`config.mk`:
```
export PLATFORM = sky130hd
export DESIGN_NAME = control_sequencer
export DESIGN_NICKNAME = d
export VERILOG_FILES = /design/src/rtl/control_sequencer.sv
export SDC_FILE = /design/constraint.sdc
export NUM_CORES = 1
export LEC_CHECK = 0
export ABC_CLOCK_PERIOD_IN_PS = 1500
export BUFFER_PORTS_ARGS = -buffer_cell sky130_fd_sc_hd__clkbuf_2
export CAP_MARGIN = 0
export CORE_UTILIZATION = 40
export CTS_CLUSTER_SIZE = 16
export DETAILED_ROUTE_END_ITERATION = 10
export PLACE_DENSITY = 0.74
export SKIP_LAST_GASP = 1
export SYNTH_ARGS = -nofsm -noshare
export SYNTH_HDL_FRONTEND = slang
export SYNTH_SLANG_ARGS = --single-unit
```
`constraint.sdc`:
```
create_clock -name clk -period 1.5 [get_ports clk]
set_input_delay 0.15 -clock clk [delete_from_list [all_inputs] [get_ports clk]]
set_output_delay 0.15 -clock clk [all_outputs]
set_load 0.1 [all_outputs]
```
`src/rtl/control_sequencer.sv`:
```
// control_sequencer: microcode T-state sequencer driving every bus control strobe
// of the 8-bit bus machine from (step, opcode, flags, halted).
module control_sequencer #(
   parameter int STEPS = 5,
   parameter int OP_W  = 4
) (
   input  logic            clk,
   input  logic            rst,
   input  logic [OP_W-1:0] opcode,
   input  logic            carry_flag,
   input  logic            zero_flag,
   output logic            HLT,
   output logic            MI,
   output logic            RI,
   output logic            RO,
   output logic            II,
   output logic            IO,
   output logic            AI,
   output logic            AO,
   output logic            BI,
   output logic            BO,
   output logic            EO,
   output logic            SU,
   output logic            FI,
   output logic            OI,
   output logic            CE,
   output logic            CO,
   output logic            J,
   output logic [2:0]      step
);
   typedef enum logic [2:0] {T0, T1, T2, T3, T4} step_e;
   step_e step_q;
   logic halted;
   logic t0, t1, t2, t3, t4, run;
   logic is_lda, is_add, is_sub, is_sta, is_ldi, is_jmp, is_jc, is_jz, is_out, is_hlt;
   logic mem_op, alu_op, jump;
   logic [2:0] last_step;
   assign t0 = step_q == T0;
   assign t1 = step_q == T1;
   assign t2 = step_q == T2;
   assign t3 = step_q == T3;
   assign t4 = step_q == T4;
   assign is_lda = opcode == OP_W'(4'b0001);
   assign is_add = opcode == OP_W'(4'b0010);
   assign is_sub = opcode == OP_W'(4'b0011);
   assign is_sta = opcode == OP_W'(4'b0100);
   assign is_ldi = opcode == OP_W'(4'b0101);
   assign is_jmp = opcode == OP_W'(4'b0110);
   assign is_jc  = opcode == OP_W'(4'b0111);
   assign is_jz  = opcode == OP_W'(4'b1000);
   assign is_out = opcode == OP_W'(4'b1110);
   assign is_hlt = opcode == OP_W'(4'b1111);
   assign alu_op = is_add | is_sub;
   assign mem_op = is_lda | is_sta | alu_op;
   assign jump   = is_jmp | (is_jc & carry_flag) | (is_jz & zero_flag);
   assign last_step = alu_op ? 3'(STEPS - 1) : (is_lda | is_sta) ? 3'd3 : 3'd2;
   // Illegal counter values are >= every last_step, so they also wrap to T0.
   always_ff @(posedge clk) begin
      if (!rst) begin
         step_q <= T0;
         halted <= 1'b0;
      end else if (!halted) begin
         halted <= t2 & is_hlt;
         step_q <= (t2 & is_hlt) ? T2 :
                   (3'(step_q) >= last_step) ? T0 : step_e'(3'(step_q) + 3'd1);
      end
   end
   assign run  = rst & ~halted;
   assign step = step_q;
   assign HLT  = rst & (halted | (t2 & is_hlt));
   assign CO   = run & t0;
   assign MI   = run & (t0 | (t2 & mem_op));
   assign RO   = run & (t1 | (t3 & (is_lda | alu_op)));
   assign II   = run & t1;
   assign CE   = run & t1;
   assign IO   = run & t2 & (mem_op | is_ldi | jump);
   assign AI   = run & ((t2 & is_ldi) | (t3 & is_lda) | (t4 & alu_op));
   assign AO   = run & ((t2 & is_out) | (t3 & is_sta));
   assign RI   = run & t3 & is_sta;
   assign BI   = run & t3 & alu_op;
   assign BO   = 1'b0;
   assign EO   = run & t4 & alu_op;
   assign FI   = run & t4 & alu_op;
   assign SU   = run & t4 & is_sub;
   assign OI   = run & t2 & is_out;
   assign J    = run & t2 & jump;
endmodule

```
==> results.md, run 1 <==
- Port bufs: 26
- Seq/Total Area, Yosys: about 14%
- Error msg: [ERROR DPL-0038] Utilization greater than 100%, impossible to legalize
- Top area cells in the synthesized netlist: dfxtp_1 (14%), ha_1 (13%), nor3b_4 (6.6%)
- Hpwl dp: between 1500 and 2000 microns
- Mapped Nets: about 90
- Die Y: between 30 and 40 microns
- Fail Step: clock tree synthesis (4_1_cts)
- Post-Syn Area: between 500 and 600 sq um
- Post-synthesis cell count: just under 80
- Yosys warnings: 0
- Initial Util: 43.4%
- Unique masters post-synth: 29
- Number of buffers created by CTS: 3
- Root Driver: clkbuf_4
- Post-synth top area cell: dfxtp_1
- Inst Count DP: between 100 and 150
- Post-CTS resize count: 29
- Bufs on Longest Clock Path: 2
- Top cell type's share of synthesized area: between 10 and 15%
- Placed Area: between 1000 and 1500 sq um
- Routability cong.: between 0.8 and 0.9
- Clock Sinks: 4
- FP Rows: 13
- Flops & latches, synth: 4
- Cts hold-fix bufs: 0
- Syn_area_per_cell: 7.43 sq um
- Status: stopped before the end
- H-Tree Depth: 1
- Die width: 39.8 microns
- IO Count: 28
- Setup Buffers After CTS: 9
## cells by family after synthesis
family / count (synthesis) / synth area share, %
xor+xnor: 2 / 3.06
other cells: 1 / 0.656
buf+inv: 15 / 14.2
compound gates: 17 / 21.9
fa+ha+maj: 6 / 13.1
flops: 4 / 14.0
simple gates: 32 / 33.0
## cell usage after synthesis
| master | number |
|---|---|
| inv_1 | 7 |
| nand2_1 | 7 |
| ha_1 | 6 |
| nor3_1 | 6 |
| o31ai_1 | 5 |
| buf_4 | 4 |
| dfxtp_1 | 4 |
| nand3_1 | 4 |
| nor2_1 | 4 |
| nor2b_1 | 3 |
| a21oi_1 | 2 |
| a41oi_1 | 2 |
| buf_2 | 2 |
| nand2b_1 | 2 |
| nor3b_4 | 2 |
| o21a_1 | 2 |
| o21ai_0 | 2 |
| xnor2_1 | 2 |
| a31o_2 | 1 |
| and2_1 | 1 |
| and4_1 | 1 |
| buf_6 | 1 |
| clkbuf_1 | 1 |
| conb_1 | 1 |
| nand3b_1 | 1 |
| nand4_1 | 1 |
| o2111ai_1 | 1 |
| o2bb2ai_1 | 1 |
| o41ai_1 | 1 |
## through the flow
stage,worst slack (ps),TNS (ps)
3_5_place_dp,-185,-1440
3_3_place_gp,-150,-588
2_1_floorplan,-967,-6290
==> run 2: changes to the inputs <==
--- a/config.mk
+++ b/config.mk
@@ -5,13 +5,13 @@
 export SDC_FILE = /design/constraint.sdc
 export NUM_CORES = 1
 export LEC_CHECK = 0
-export ABC_CLOCK_PERIOD_IN_PS = 1500
+export ABC_CLOCK_PERIOD_IN_PS = 2000
 export BUFFER_PORTS_ARGS = -buffer_cell sky130_fd_sc_hd__clkbuf_2
 export CAP_MARGIN = 0
-export CORE_UTILIZATION = 40
-export CTS_CLUSTER_SIZE = 16
+export CORE_AREA = 2 2 63 65
 export DETAILED_ROUTE_END_ITERATION = 10
-export PLACE_DENSITY = 0.74
+export DIE_AREA = 0 0 65 67
+export PLACE_DENSITY_LB_ADDON = 0.15
 export SKIP_LAST_GASP = 1
 export SYNTH_ARGS = -nofsm -noshare
 export SYNTH_HDL_FRONTEND = slang
==> constraint.sdc (replaced) <==
create_clock -name clk -period 2 [get_ports clk]
set_input_delay 0.2 -clock clk [delete_from_list [all_inputs] [get_ports clk]]
set_output_delay 0.2 -clock clk [all_outputs]
set_load 0.1 [all_outputs]
==> run 2 against run 1 <==
Compared with the run above:
- the flow now finishes without violations
- synthesized cell count is the same
- synthesized area is the same
==> results.md, run 2 <==
- Max FFs per register: 3
- IO Count: 28
- Seq/Total Area, Yosys: about 14%
- FP Rows: 22
- Top_reg_cell synth: dfxtp_1
- Mapped Nets: ~90
- Post-synth top area cell: dfxtp_1
- Clock Sinks: 4
- Final net count: about 120
- Post-synthesis cell count: 77
- Worst hold path class: in -> reg
- Maxcap violations: 0
- Seq pwr share: roughly an eighth
- DR WL/cell: 11.8 microns
- Hold slack: approximately 300 ps
- Syn_area_per_cell: 7.43 sq um
- Number of buffers created by CTS: 3
- DP Worst Slack: between 150 and 200 ps
- CP dominant cell by count: ha_4
- Total Routing Usage GR: under 10%
- Core Region: roughly 3600 sq um
- Fmax: about 530 MHz
- Bufs on Longest Clock Path: 2
- Leak Pwr: around 0.00046 uW
- Drt pass-1 iters: 4
- Die area: between 4000 and 5000 sq um
- Vias in the first global route: between 600 and 700
- Hpwl dp: ~1500 microns
- Initial antenna violation count: 0
- # DRC: 0
- CP arrival: 1690 ps
- Initial detailed-routing violation count: 5
- Reg2reg path depth: 6
- Worst-margin pin slew: approximately 550 ps
- RSZ-0062 raised after global routing: no
- Part of the power in combinational logic: roughly 73%
- M3 GR Usage: 1.52%
- Unique masters post-synth: 29
- Critical path cell sequence: ha_4, ha_4, nand3b_1, buf_4, o41ai_4, buf_12
- Flops & latches, synth: 4
- Fin. Hold Viols: 0
- Routability cong.: roughly 0.74
- Design area: between 1000 and 1500 sq um
- Reg clk slew, reported paths: 40 ps
- Post-CTS resize count: 0
- Async S/R FF share, synth: 0%
- Grt total ovfl: 0
- DR vias: between 600 and 700
- Top cells by count, synth: inv_1 (7), nand2_1 (7), ha_1 (6), nor3_1 (6), o31ai_1 (5)
- Largest net degree at the start of global routing: 11
- Setup-failing EPs final: 0
- Post-Syn Area: 572 sq um
- Post-DR vias/cell: 4.13
- Grt met1 use: approximately 11%
- Worst Path Required: 1800 ps
- Root Driver: clkbuf_8
- Die Y: roughly 67 microns
- Worst path slowest cell: dfxtp_4
- Final Max Slew Viols: 0
- Synth-to-layout area growth: 106%
- Sw frac: around 60%
- Fin crit share: ~94%
- Top cell type's share of synthesized area: around 14%
- Hold depth: 2
- Slew Limit Headroom: between 60% and 70%
- Max incr delay on CP: approximately 380 ps
- Pint: about 530 uW
- Worst VDD drop: between 0.4 and 0.5 mV
- Cts hold-fix bufs: 0
- Startpoint types: flip-flop
- Global-route wire length before repair: about 2900 microns
- P_sw: 785 uW
- Most frequent cells in the layout: buf_12 (14), buf_4 (11), clkbuf_2 (10)
- Die width: roughly 65 microns
- Clock Power Share: approximately 14%
- Routed wire length: 1830 microns
- PwrDens: about 1100 nW/um^2
- Clock latency on the worst-skew pair: roughly 220 ps
- Placed Area: 1100 sq um
- Top area cells in the synthesized netlist: dfxtp_1 (14%), ha_1 (13%), nor3b_4 (6.6%)
- Share of cells above drive strength 1: 54.6%
- Met2 GRT Util: roughly 15%
- ANT nets after route: 0
- Critical setup path kind: reg -> out
- Critical-path maximum fanout: 7
- Yosys warnings: 0
- ANT cells: 0
- Post-synth EDFFs: 0
- Setup slack after layout: 114 ps
- Commonest non-fill, non-tap cell in the layout: buf_12
- CTS tree: done
- Tmin final: 1890 ps
- Status: completed
- Crit. End Element: primary output
- Port bufs: 26
- Setup Skew: approximately 4.1 ps
- H-Tree Depth: 1
- Initial Util: between 10% and 20%
- Global routing's busiest layer: met2
-- run 2: stage by stage --
stage / instances / setup TNS, ps / utilization, % / total power, uW
floorplan: 77 / -1170 / - / 897
CTS: 154 / 0 / 32.3 / 1320
detailed placement: 148 / 0 / 30.6 / 1120
finish: 156 / 0 / 32.7 / 1310
global placement: 148 / 0 / 30.6 / 1120
global route: 156 / 0 / 32.7 / 1370
-- run 2: layout make-up --
type / count / area [sq um]
multi-input cells: 58 / 539
fillers: 376 / 2430
repair buffers: 35 / 413
clock buffers: 4 / 45.0
flip-flops and latches: 4 / 91.3
well taps: 48 / 60.1
inverters: 7 / 30.0
-- run 2: logic make-up (layout without fill, tap and decap cells) --
group / after synthesis / in the layout / share of synthesized area, %
other cells: 1 / 1 / 0.656
buf+inv: 15 / 46 / 14.2
fa+ha+maj: 6 / 6 / 13.1
compound gates: 17 / 17 / 21.9
xor+xnor: 2 / 2 / 3.06
flops: 4 / 4 / 14.0
simple gates: 32 / 32 / 33.0
-- run 2: power by group through the flow --
stage	combinational [uW]	clock (uW)	sequential, uW
floorplan	575	0	322
global placement	955	0	165
detailed placement	952	0	168
CTS	959	190	167
global route	1000	196	174
finish	956	187	167
-- run 2: path summary, 6_finish.rpt --
path / start / endpoint / slack [ps]
max: step[1]$_SDFFE_PN0N_ / RO / 110
min: rst / halted$_SDFF_PN0_ / 300
max reg2reg: step[0]$_SDFFE_PN0N_ / step[0]$_SDFFE_PN0N_ / 390
min reg2reg: step[0]$_SDFFE_PN0N_ / step[0]$_SDFFE_PN0N_ / 500
-- run 2: metal layers --
metal | vias up | routed length, microns | share of wire, %
met5 | - | 0 | 0
met2 | 14 | 927 | 51
li1 | 333 | - | -
met4 | 0 | 15 | 0.82
met3 | 2 | 48 | 2.6
met1 | 296 | 843 | 46
-- run 2: what timing repair did --
| action | in CTS | in global routing |
|---|---|---|
| pin swaps | 1 | 1 |
| setup buffers | 2 | 2 |
| setup endpoints to repair | 3 | 1 |
-- run 2: critical path: cells and delay by family (launching register included) --
| kind | cells | cell delay (ps) |
|---|---|---|
| buf+inv | 2 | 410 |
| compound gates | 1 | 270 |
| simple gates | 1 | 140 |
| fa+ha+maj | 2 | 260 |
| flops | 1 | 380 |
No activity file was read; power rests on OpenSTA's default activity.
==> run 3: changes to the inputs <==
--- a/config.mk
+++ b/config.mk
@@ -11,6 +11,7 @@
 export CORE_AREA = 2 2 63 65
 export DETAILED_ROUTE_END_ITERATION = 10
 export DIE_AREA = 0 0 65 67
+export GPL_TIMING_DRIVEN = 0
 export PLACE_DENSITY_LB_ADDON = 0.15
 export SKIP_LAST_GASP = 1
 export SYNTH_ARGS = -nofsm -noshare
==> run 3 against run 2 <==
Compared with the run above:
- die area stayed put
- global-route usage decreased by 0.50 points
- first-iteration DRC count grew to 4.2 times the previous value
- sequential share of layout area increased by 0.97 points
- highest routed layer is now met3
- largest power group unchanged
- final cell count down 0.64%
- critical endpoint is now AO
- count of clock-buffer cells in the layout is the same
- critical path depth increased by 2
- routed wire length down 4.9%
- fmax is 3.1% lower
==> results.md, run 3 (synthesis gave the netlist of run 2 again) <==
- Status: completed
- Drt pass-1 iters: 4
- FF+latch area: about 91 sq um
- Reg clk slew, reported paths: roughly 40 ps
- Pint: 480 uW
- Vias in the first global route: approximately 640
- Critical setup path kind: reg -> out
- IO Count: 28
- Final net count: about 120
- Routability cong.: between 0.7 and 0.8
- Sw frac: between 60% and 70%
- ANT cells: 0
- RSZ-0062 raised after global routing: yes
- Slew Limit Headroom: between 60 and 70%
- # DRC: 0
- Synth-to-layout area growth: 83.2%
- Hpwl dp: roughly 1400 microns
- Cts hold-fix bufs: 0
- Clock Sinks: 4
- Worst R2R Setup Slack: 420 ps
- Die area: roughly 4400 sq um
- Commonest non-fill, non-tap cell in the layout: clkbuf_2
- Worst hold path class: in -> reg
- Core Region: about 3600 sq um
- Number of buffers created by CTS: 3
- Startpoint types: flip-flop
- Root Driver: clkbuf_8
- Routed wire length: between 1500 and 2000 microns
- Leak Pwr: between 0.0004 and 0.0005 uW
- FP Rows: 22
- Largest net degree at the start of global routing: 11
- Final setup TNS: 0 ps
- Hold slack: 301 ps
- Design area: 1050 sq um
- DR vias: about 640
- Die Y: 67 microns
- FILL cells: roughly 390
- PwrDens: between 1000 and 1500 nW/um^2
- Clock Power Share: approximately 14%
- Port bufs: 23
- Seq pwr share: 13.7%
- Most frequent cells in the layout: clkbuf_2 (10), clkbuf_4 (8), clkbuf_8 (7)
- Critical-path maximum fanout: 7
- Setup slack after layout: roughly 53 ps
- Max FFs per register: 3
- DR WL/cell: ~11 microns
- Initial Util: between 10% and 20%
- Worst VDD drop: 0.717 mV
- Grt total ovfl: 0
- Global-route wire length before repair: roughly 2900 microns
- CP arrival: ~1800 ps
- Setup-failing EPs final: 0
- ANT nets after route: 0
- Fin crit share: between 90% and 100%
- Multi-input logic area: around 550 sq um
- Initial detailed-routing violation count: 21
- DP Worst Slack: -158 ps
- Bufs on Longest Clock Path: 2
- Fmax: slightly above 500 MHz
- Fin. Hold Viols: 0
- Tmin final: approximately 1900 ps
- Die width: about 65 microns
- Worst-margin pin slew: about 530 ps
- Initial antenna violation count: 0
- Worst Path Required: 1800 ps
- Crit. End Element: primary output
- Post-DR vias/cell: 4.10
- Placed Area: around 900 sq um
- Clock latency on the worst-skew pair: 220 ps
- P_sw: 775 uW
- H-Tree Depth: 1
- CTS tree: done
- Final Power: ~1300 uW
- Setup Skew: just over 6 ps
- Part of the power in combinational logic: roughly 70%
- Total Routing Usage GR: about 8.3%
- Final Max Slew Viols: 0
- Maxcap violations: 0
- Share of cells above drive strength 1: 57.0%
[run 3: changes by cell type in the layout (fill, tap and decap cells not counted), sizes merged]
cell and change:
buf -13, clkbuf +12
[run 3: power groups by stage]
stage          clock (uW)  sequential, uW  combinational [uW]
6_report              180             172                 904
3_5_place_dp            0             174                 849
5_1_grt               197             178                 951
2_1_floorplan           0             322                 575
4_1_cts               188             173                 890
3_3_place_gp            0             175                 848
[run 3: layout make-up]
type	count	share of cell area, %
multi-input combinational	58	52.4
timing repair buffer	26	19.4
sequential	4	8.72
buffer	8	6.57
tap	48	5.73
clock buffer	4	4.30
inverter	7	2.87
[run 3: per-stage QoR]
stage          utilization [%]  cells
6_report                  29.0    155
5_1_grt                   29.0    155
4_1_cts                   28.4    154
3_5_place_dp              25.1    148
3_3_place_gp              25.1    148
2_1_floorplan                -     77
[run 3: path summary, 6_finish.rpt]
kind | endpoint | start | depth (start not counted)
worst max-delay path | AO | step[1]$_SDFFE_PN0N_ | 8
worst min-delay path | halted$_SDFF_PN0_ | rst | 2
worst max register to register | step[0]$_SDFFE_PN0N_ | step[0]$_SDFFE_PN0N_ | 6
worst min register to register | step[0]$_SDFFE_PN0N_ | step[0]$_SDFFE_PN0N_ | 1
[run 3: what timing repair did]
action                                  4_1_cts  5_1_grt
gates resized for setup                      17        9
setup buffers                                 2        1
pin swaps                                     0        0
endpoints found under the setup margin       11       12
[run 3: layer usage]
metal  track usage [%]  share of wire, %
met1              10.2                46
met2              13.4                48
met3              2.53               5.8
met4              3.46                 0
met5                 0                 0
[run 3: worst max-delay path, cell delays in order (launching register included)]
cell	delay, ps
dfxtp_4	390
ha_4	150
ha_4	110
nand3b_1	80
buf_4	170
nor3_2	110
a41oi_1	90
nor3_4	170
clkbuf_8	260
==> run 4: changes to the inputs <==
--- a/config.mk
+++ b/config.mk
@@ -8,6 +8,8 @@
 export ABC_CLOCK_PERIOD_IN_PS = 2000
 export BUFFER_PORTS_ARGS = -buffer_cell sky130_fd_sc_hd__clkbuf_2
 export CAP_MARGIN = 0
+export CELL_PAD_IN_SITES_DETAIL_PLACEMENT = 2
+export CELL_PAD_IN_SITES_GLOBAL_PLACEMENT = 2
 export CORE_AREA = 2 2 63 65
 export DETAILED_ROUTE_END_ITERATION = 10
 export DIE_AREA = 0 0 65 67
==> run 4 against run 3 <==
Compared with the run above:
- via count up 9.4%
- sequential share of layout area down 0.16 points
- clock power up 4%
- global-route usage up 1.7 points
- sequential cell count unchanged
- power up 2.3%
- count of clock-buffer cells in the layout unchanged
- combinational power up 3.3%
- routed wire length up 18%
==> results.md, run 4 (synthesis gave the netlist of run 2 again) <==
- PwrDens: 1200 nW/um^2
- Die area: around 4400 sq um
- Hpwl dp: roughly 1600 microns
- Vias in the first global route: between 600 and 700
- IO Count: 28
- Leak Pwr: between 0.0004 and 0.0005 uW
- CTS tree: done
- ANT nets after route: 0
- Max FFs per register: 3
- Initial antenna violation count: 0
- Total Routing Usage GR: roughly 10%
- Tmin final: between 1500 and 2000 ps
- Fin crit share: 98.3%
- H-Tree Depth: 1
- Fmax: 509 MHz
- # DRC: 0
- Hold depth: 2
- Status: completed
- Cts hold-fix bufs: 0
- Root Driver: clkbuf_8
- Drt pass-1 iters: 2
- Share of cells above drive strength 1: 58.3%
- FILL cells: around 420
- Final net count: between 100 and 150
- Clock Sinks: 4
- M1 wire length: 918 microns
- Initial Util: between 10% and 20%
- Grt total ovfl: 0
- Maxcap violations: 0
- Largest net degree at the start of global routing: 11
- Worst Path Required: 1800 ps
- Met3 Routed Length: roughly 96 microns
- Critical path cell sequence: buf_4, ha_1, nand4_1, nor2_2, o21a_2, clkbuf_8
- Die Y: 67 microns
- Routability cong.: 0.700
- Most frequent cells in the layout: clkbuf_2 (11), buf_4 (8), inv_1 (6), clkbuf_8 (6)
- Clock latency on the worst-skew pair: roughly 220 ps
- Port bufs: 23
- Crit. End Element: primary output
- Worst R2R Start: step[0]$_SDFFE_PN0N_
- CP arrival: 1770 ps
- RSZ-0062 raised after global routing: yes
- Min-Delay Startpoint: rst
- Number of buffers created by CTS: 3
- Hold EP: halted$_SDFF_PN0_
- Startpoint types: flip-flop
- Reg2reg path depth: 6
- Setup-failing EPs final: 0
- Global-route wire length before repair: ~3300 microns
- Post-DR vias/cell: between 4 and 5
- Fin. Hold Viols: 0
- DR WL/cell: ~13 microns
- Worst VDD drop: around 0.57 mV
- Multi-input logic area: 563 sq um
- Setup slack after layout: 33.9 ps
- ANT cells: 0
- Worst-margin pin slew: between 500 and 600 ps
- Synth-to-layout area growth: 86.7%
- Worst R2R Setup Slack: ~370 ps
- DP Worst Slack: -201 ps
- Slew Limit Headroom: 64.2%
- Die width: 65 microns
- Core Region: roughly 3600 sq um
- DR vias: just under 700
- Max layer used: met4
- FP Rows: 22
- Worst path slowest cell: dfxtp_4
- Critical-path maximum fanout: 5
- Reg clk slew, reported paths: roughly 40 ps
- Worst hold path class: in -> reg
- Bufs on Longest Clock Path: 2
- Setup Skew: 2.38 ps
- Initial detailed-routing violation count: 16
- FF+latch area: 91.3 sq um
- Critical setup path kind: reg -> out
- Worst R2R End: step[2]$_SDFFE_PN0N_
- Final Max Slew Viols: 0
- Met2 Wirelength: about 1000 microns
- Routed wire length: between 2000 and 2500 microns
- Final Power: between 1000 and 1500 uW
- Commonest non-fill, non-tap cell in the layout: clkbuf_2
- Max incr delay on CP: 370 ps
run 4: cell types whose count changed in the layout (fill, tap and decap cells not counted), sizes merged:
cell,before,now
buf,12,17
clkbuf,26,22
run 4: metrics by stage:
step / hold WS [ps] / instances / util, % / cell area, sq um / setup TNS, ps
floorplan: 316 / 77 / - / 728 / -1170
global placement: 502 / 148 / 25.1 / 903 / -1090
detailed placement: 512 / 148 / 25.1 / 903 / -1200
CTS: 310 / 154 / 28.3 / 1020 / -32.8
global route: 332 / 156 / 29.6 / 1070 / -81.8
finish: 318 / 156 / 29.6 / 1070 / 0
run 4: repair_timing:
item | CTS | global route
pin swaps | 0 | 3
gates cloned | 0 | 0
resized for setup | 17 | 13
setup buffers | 2 | 2
setup endpoints to repair | 11 | 13
run 4: area by class of cell:
cell class                 instances  area share (%)
tap                               48            5.63
sequential                         4            8.56
buffer                             8            6.45
multi-input combinational         58            52.8
timing repair buffer              27            19.6
inverter                           7            2.81
clock buffer                       4            4.22
run 4: critical path, delay by kind of cell, from the launching register on:
kind / cells / cell delay, ps
DFF: 1 / 370
buffers and inverters: 2 / 360
and+or+nand+nor: 2 / 390
AOI/OAI and AO/OA: 1 / 150
adders and majority gates: 1 / 270
run 4: how the worst max path moves through the flow:
stage,from,end,cells past startpoint
finish,step[1]$_SDFFE_PN0N_,HLT,6
global route,step[1]$_SDFFE_PN0N_,HLT,6
CTS,halted$_SDFF_PN0_,MI,5
detailed placement,opcode[3],step[2]$_SDFFE_PN0N_,8
global placement,opcode[3],step[2]$_SDFFE_PN0N_,8
floorplan,step[1]$_SDFFE_PN0N_,RO,4
run 4: routing by layer:
| metal | vias up | GRT usage (%) |
|---|---|---|
| met4 | 0 | 1.60 |
| met1 | 349 | 12.1 |
| met3 | 2 | 3.38 |
| li1 | 329 | - |
| met5 | - | 0 |
| met2 | 16 | 17.3 |
run 4: power breakdown:
| part | internal [uW] | switching, uW | leakage (uW) |
|---|---|---|---|
| clock network | 137 | 50.1 | 0.0000228 |
| registers | 118 | 46.2 | 0.0000348 |
| logic | 237 | 697 | 0.000381 |
| total | 491 | 794 | 0.000439 |
